===== src/rtl/int_arith_pkg.sv =====
// Shared arithmetic helpers for the integer multiplier/divider utility path:
// FSM state type, product width helper and two's-complement magnitude.
package int_arith_pkg;

    typedef enum logic [1:0] {
        IDLE,
        CALC,
        DONE
    } int_mul_fsm_t;

    function automatic int prod_width(input int width);
        return 2 * width;
    endfunction

    // Magnitude of a w-bit two's-complement value held in the low bits of x.
    // The most negative value maps to 2^(w-1), which still fits in w unsigned bits.
    function automatic logic [63:0] twos_mag(input logic [63:0] x, input int w);
        logic [63:0] mask;
        mask = {64{1'b1}} >> (64 - w);
        if (x[w-1]) begin
            return (~x + 64'd1) & mask;
        end
        return x & mask;
    endfunction

endpackage


===== src/rtl/int_multiplier_if.sv =====
// Operand/result handshake bundle for int_multiplier.
// The sgn signal exists only when INT_MULTIPLIER_SIGNED_EN is defined.
interface int_multiplier_if #(
    parameter int WIDTH = 12
);
    logic [WIDTH-1:0]   a;
    logic [WIDTH-1:0]   b;
    logic               in_val;
    logic               in_rdy;
    logic [2*WIDTH-1:0] prod;
    logic               out_val;
    logic               out_rdy;
`ifdef INT_MULTIPLIER_SIGNED_EN
    logic               sgn;

    modport master (
        output a, b, sgn, in_val, out_rdy,
        input  in_rdy, prod, out_val
    );

    modport slave (
        input  a, b, sgn, in_val, out_rdy,
        output in_rdy, prod, out_val
    );
`else
    modport master (
        output a, b, in_val, out_rdy,
        input  in_rdy, prod, out_val
    );

    modport slave (
        input  a, b, in_val, out_rdy,
        output in_rdy, prod, out_val
    );
`endif
endinterface


===== src/rtl/int_multiplier.sv =====
// Sequential shift-and-add multiplier, one WIDTH x WIDTH product per WIDTH+2 cycles.
// Define INT_MULTIPLIER_SIGNED_EN to add the sgn input for two's-complement operands.
module int_multiplier
    import int_arith_pkg::*;
#(
    parameter int WIDTH = 12
) (
    input  logic            clk,
    input  logic            rst,
    int_multiplier_if.slave bus
);

    localparam int PW    = prod_width(WIDTH);
    localparam int CNT_W = $clog2(WIDTH);
    localparam logic [CNT_W-1:0] LAST_STEP = CNT_W'(WIDTH - 1);

    int_mul_fsm_t     state_q;
    logic [PW-1:0]    acc_q;
    logic [PW-1:0]    mcand_q;
    logic [WIDTH-1:0] mplier_q;
    logic [CNT_W-1:0] cnt_q;
    logic [PW-1:0]    prod_q;
    logic             out_val_q;

    logic [PW-1:0]    acc_d;
    logic [PW-1:0]    prod_d;
    logic [WIDTH-1:0] a_ld;
    logic [WIDTH-1:0] b_ld;

`ifdef INT_MULTIPLIER_SIGNED_EN
    logic neg_q;
    logic neg_d;

    always_comb begin
        a_ld   = bus.a;
        b_ld   = bus.b;
        neg_d  = 1'b0;
        if (bus.sgn) begin
            a_ld  = WIDTH'(twos_mag(64'(bus.a), WIDTH));
            b_ld  = WIDTH'(twos_mag(64'(bus.b), WIDTH));
            neg_d = bus.a[WIDTH-1] ^ bus.b[WIDTH-1];
        end
    end
`else
    assign a_ld = bus.a;
    assign b_ld = bus.b;
`endif

    // Single adder: the only arithmetic on the accumulator path.
    always_comb begin
        acc_d = acc_q;
        if (mplier_q[0]) begin
            acc_d = acc_q + mcand_q;
        end
`ifdef INT_MULTIPLIER_SIGNED_EN
        prod_d = neg_q ? (~acc_d + PW'(1)) : acc_d;
`else
        prod_d = acc_d;
`endif
    end

    assign bus.in_rdy  = (state_q == IDLE) && !rst;
    assign bus.prod    = prod_q;
    assign bus.out_val = out_val_q;

    always_ff @(posedge clk) begin
        if (rst) begin
            state_q   <= IDLE;
            acc_q     <= '0;
            mcand_q   <= '0;
            mplier_q  <= '0;
            cnt_q     <= '0;
            prod_q    <= '0;
            out_val_q <= 1'b0;
`ifdef INT_MULTIPLIER_SIGNED_EN
            neg_q     <= 1'b0;
`endif
        end else begin
            unique case (state_q)
                IDLE: begin
                    if (bus.in_val) begin
                        mcand_q  <= PW'(a_ld);
                        mplier_q <= b_ld;
                        acc_q    <= '0;
                        cnt_q    <= '0;
`ifdef INT_MULTIPLIER_SIGNED_EN
                        neg_q    <= neg_d;
`endif
                        state_q  <= CALC;
                    end
                end
                CALC: begin
                    acc_q    <= acc_d;
                    mcand_q  <= mcand_q << 1;
                    mplier_q <= mplier_q >> 1;
                    cnt_q    <= cnt_q + CNT_W'(1);
                    // Final step writes the (possibly negated) sum straight to the output.
                    if (cnt_q == LAST_STEP) begin
                        prod_q    <= prod_d;
                        out_val_q <= 1'b1;
                        state_q   <= DONE;
                    end
                end
                DONE: begin
                    if (out_val_q && bus.out_rdy) begin
                        out_val_q <= 1'b0;
                        state_q   <= IDLE;
                    end
                end
                default: begin
                    state_q <= IDLE;
                end
            endcase
        end
    end

endmodule


===== src/flat_wrapper.sv =====
// flat-port wrapper written by rule: the top's interface ports become plain ports
module int_multiplier_flat import int_arith_pkg::*;
#(
    parameter int WIDTH = 12
)
  (clk, rst, bus_a, bus_b, bus_in_val, bus_out_rdy, bus_in_rdy, bus_prod, bus_out_val);
  int_multiplier_if #(.WIDTH(WIDTH)) bus_i ();
  input  logic clk;
  input  logic rst;
  input wire logic [$bits(bus_i.a)-1:0] bus_a;
  input wire logic [$bits(bus_i.b)-1:0] bus_b;
  input wire logic [$bits(bus_i.in_val)-1:0] bus_in_val;
  input wire logic [$bits(bus_i.out_rdy)-1:0] bus_out_rdy;
  output wire logic [$bits(bus_i.in_rdy)-1:0] bus_in_rdy;
  output wire logic [$bits(bus_i.prod)-1:0] bus_prod;
  output wire logic [$bits(bus_i.out_val)-1:0] bus_out_val;
  assign bus_i.a = bus_a;
  assign bus_i.b = bus_b;
  assign bus_i.in_val = bus_in_val;
  assign bus_i.out_rdy = bus_out_rdy;
  assign bus_in_rdy = bus_i.in_rdy;
  assign bus_prod = bus_i.prod;
  assign bus_out_val = bus_i.out_val;
  int_multiplier #(.WIDTH(WIDTH)) u_core (.clk(clk), .rst(rst), .bus(bus_i));
endmodule

===== config.mk =====
export PLATFORM = sky130hd
export DESIGN_NAME = int_multiplier_flat
export DESIGN_NICKNAME = d
export VERILOG_FILES = /design/src/rtl/int_arith_pkg.sv /design/src/rtl/int_multiplier_if.sv /design/src/rtl/int_multiplier.sv /design/src/flat_wrapper.sv
export SDC_FILE = /design/constraint.sdc
export NUM_CORES = 1
export LEC_CHECK = 0
export ABC_AREA = 1
export CORE_ASPECT_RATIO = 1.25
export CORE_MARGIN = 2
export CORE_UTILIZATION = 45
export DETAILED_ROUTE_END_ITERATION = 10
export PLACE_DENSITY = 0.65
export SKIP_LAST_GASP = 1
export SYNTH_ARGS = -nofsm -noshare
export SYNTH_HDL_FRONTEND = slang
export SYNTH_SLANG_ARGS = --single-unit
export TNS_END_PERCENT = 20

===== constraint.sdc =====
create_clock -name clk -period 2.4 [get_ports clk]
set_input_delay 0.48 -clock clk [delete_from_list [all_inputs] [get_ports clk]]
set_output_delay 0.48 -clock clk [all_outputs]
set_load 0.01 [all_outputs]

==> results.toml <==
[timing]
fin_ws_ps = 269
timing.final.crit_period_ps = 2130
slew_headroom = 0.638
finalHoldViolations = 0
fin_tns_setup_ps = 0
slew_violations = 0
skew_ps = 8.22
setup_viol = 0
fin_crit_sh = 0.888
fmax_ghz = 0.469
tightest_slew_ps = 543
rsz0062_at_grt = "no"
hold_ws_ps = 463

[floorplanning]
die-height_microns = 129
die_w_microns = 104
dieArea_sq_mm = 0.0134
num_rows = 45
start_util = 0.462
io_pins = 54
coreArea_sq_mm = 0.0122

[critical_path]
cp_max_fo = 3
timing.rr.start = "u_core.mcand_q[0]"
critPathRequiredTime_ps = 1920
arrival_ps = 1650
worst-path-stages = 5
cp_cell_sequence = "inv_1 > ha_1 > inv_1 > nor2_1 > clkdlybuf4s50_1"
reg2regPathDepth = 15
reg2reg_to = "u_core.bus.prod[16]"
worstSetupStartpointType = "flop"
endpoint_kind = "output pin"
crit_family = "buffers and inverters"
critPathBufInv = 3
slowest_stage = "clkdlybuf4s50_1"
rrSetupSlack_ps = 280
cpPeakStageDelay_ps = 550
path_class = "flop to output pin"
path_common_cell = "inv_1"

[grt]
grtUsageMet3 = 0.0279
busiest_layer = "met2"
grt.total_usage = 0.220
grt_max_degree = 49
antenna_found_initial = 0
grt_pass1_wl_mm = 23.9
grt_use_met2 = 0.375
use_met1 = 0.290
first_global_vias = 4958
gr-total-overflow = 0

[placement]
portBuffers = 53
dpl.cell_count = 1068
dp_hpwl_mm = 10.6
post-place-ws_ps = 295
gp_congestion = 0.891

[synth]
synth.distinct_cells = 35
synth.area.top_cells = "dfxtp_1 32%, nand2_1 22%, inv_1 7.6%, ha_1 6.0%, a21oi_1 5.1%"
muxShareOfSynthArea = 0
synth_common_cells = "325 x nand2_1, 114 x inv_1, 91 x dfxtp_1"
ys.flop_type = "dfxtp_1"
yosysMostFrequentCell = "nand2_1"
ys_async_sr_fraction = 0
synth_cells = 871
synth_top_family_by_area = "simple AND/OR/NAND/NOR gates"
yosysTopAreaCellShare = 0.324
synthAdderAreaFrac = 0.0637
synth-xor-area-share = 0.0156
synth_warnings = 0
synth_edf_count = 0
synth_nets = 927
ys_seq_elements = 91
netlist.top_cell.by_area = "dfxtp_1"
seq_area_frac_synth = 0.324
synth_simple_gate_area_share = 0.343
syn_area_sq_mm = 0.00562
syn_avg_cell_area_sq_um = 6.45
synth_compound_area_frac = 0.146

[finish]
antenna_cells = 0
synthToLayoutAreaGrowth_pct = 17.5
fin_cells = 1084
drive_gt1_frac = 0.0924
fin_nets = 971
nFillCells = 1260
utilization = 0.543

[pwr]
leakage_nw = 2.99
p_per_area_mw_per_mm2 = 732
irDropWorstVdd_mv = 0.631

[drt]
drt-initial-drc-count = 218
finalWirelength_mm = 14.1
routed_via_density = 4.90
num_vias = 5316
wire_per_inst_microns = 13.0
drc = 0
dr.pass1.iters = 5
ant_nets = 0

[clocking]
numClockSinks = 91
clk_pin_slew_ps = 70
htreeDepth = 3
cts_tree = "done"
cts_hold_buf = 0
cts-resized-gates = 0
clk-insertion-delay-late_ps = 350
clock_path_buffers = 2
clockRootBuffer = "clkbuf_16"
cts_setup_buffers = 0
cts_buffers = 9

[run]
max_cap_violations = 0

[hold_path]
worstHoldStart = "u_core.mplier_q[11]"
holdPathStages = 2
hold_path_class = "flop to flop"
min_to = "u_core.mplier_q[11]"

[run_status]
status = "completed"
## through the flow
step	power (mW)	area, sq um
finish	4.84	6600
global route	5.17	6600
CTS	4.88	6600
detailed placement	3.49	6320
global placement	3.48	6320
floorplan	3.01	5620
## tightest hold or removal path, stage by stage, from the launching register on
cell	delay [ps]
dfxtp_1	310
nand2_1	60
a21oi_1	50
## cell families (layout without fill, tap and decap cells)
family                   after synthesis  in the layout
AND/OR/NAND/NOR                      446            446
buffers and inverters                154            203
AO/OA/AOI/OAI                        142            142
flip-flops                            91             91
adder cells (fa/ha/maj)               28             28
XOR/XNOR                              10             10
## report_power, final
| group | internal, mW | switching, mW | total [mW] |
|---|---|---|---|
| combinational | 0.567 | 1.06 | 1.62 |
| clock | 0.721 | 0.669 | 1.39 |
| sequential | 1.69 | 0.136 | 1.82 |
| total | 2.97 | 1.86 | 4.84 |
## worst max-delay path by stage
stage,from,to,slack [ps]
6_report,u_core.state_q[0],bus_in_rdy,270
5_1_grt,u_core.mcand_q[0],u_core.bus.prod[12],20
4_1_cts,u_core.state_q[0],bus_in_rdy,240
3_5_place_dp,u_core.mcand_q[0],u_core.bus.prod[16],300
3_3_place_gp,u_core.mcand_q[0],u_core.bus.prod[16],340
2_1_floorplan,u_core.mcand_q[0],u_core.bus.prod[16],490
## final cells by class
type	instances	area, sq um	area share
Tap cell	164	205	0.0311
Timing Repair Buffer	65	641	0.0970
Clock buffer	9	225	0.0341
Sequential cell	91	1820	0.276
Clock inverter	7	61.3	0.00928
Inverter	122	458	0.0693
Multi-Input combinational cell	626	3190	0.483
## sequential cells by signal, indices dropped and copies added, names as in the netlist
name,count
u_core.acc_q,24
u_core.bus.prod,24
u_core.mcand_q,24
u_core.mplier_q,12
u_core.cnt_q,4
u_core.state_q,2
u_core.bus.out_val,1
## metal layers
layer / share of wire / vias up
li1: - / 2838
met1: 0.48 / 2387
met2: 0.48 / 75
met3: 0.026 / 16
met4: 0.018 / 0
met5: 0 / -
## layout by cell type (no fill, tap or decap), types with 3 or more instances in the layout
cell | Yosys | routed
dfxtp_1 | 91 | 91
buf_4 | 2 | 10
inv_2 | 6 | 6
or2_2 | 11 | 11
ha_1 | 27 | 27
nand4_1 | 7 | 7
a21oi_1 | 57 | 57
nor2_1 | 28 | 28
o21a_1 | 9 | 9
xor2_1 | 3 | 3
a21oi_2 | 6 | 6
a31oi_1 | 22 | 22
clkbuf_16 | 0 | 9
o21ai_0 | 29 | 29
nand3_1 | 38 | 38
xnor2_1 | 7 | 7
nor2_2 | 5 | 5
clkdlybuf4s50_1 | 0 | 52
nand2_2 | 9 | 9
inv_1 | 114 | 114
nor2_4 | 4 | 4
nor3_1 | 3 | 3
o21bai_1 | 10 | 10
clkinvlp_4 | 0 | 4
nand2_1 | 325 | 325
o21ai_1 | 5 | 5
nand3_2 | 13 | 13
Power figures use the tool's default switching activity.
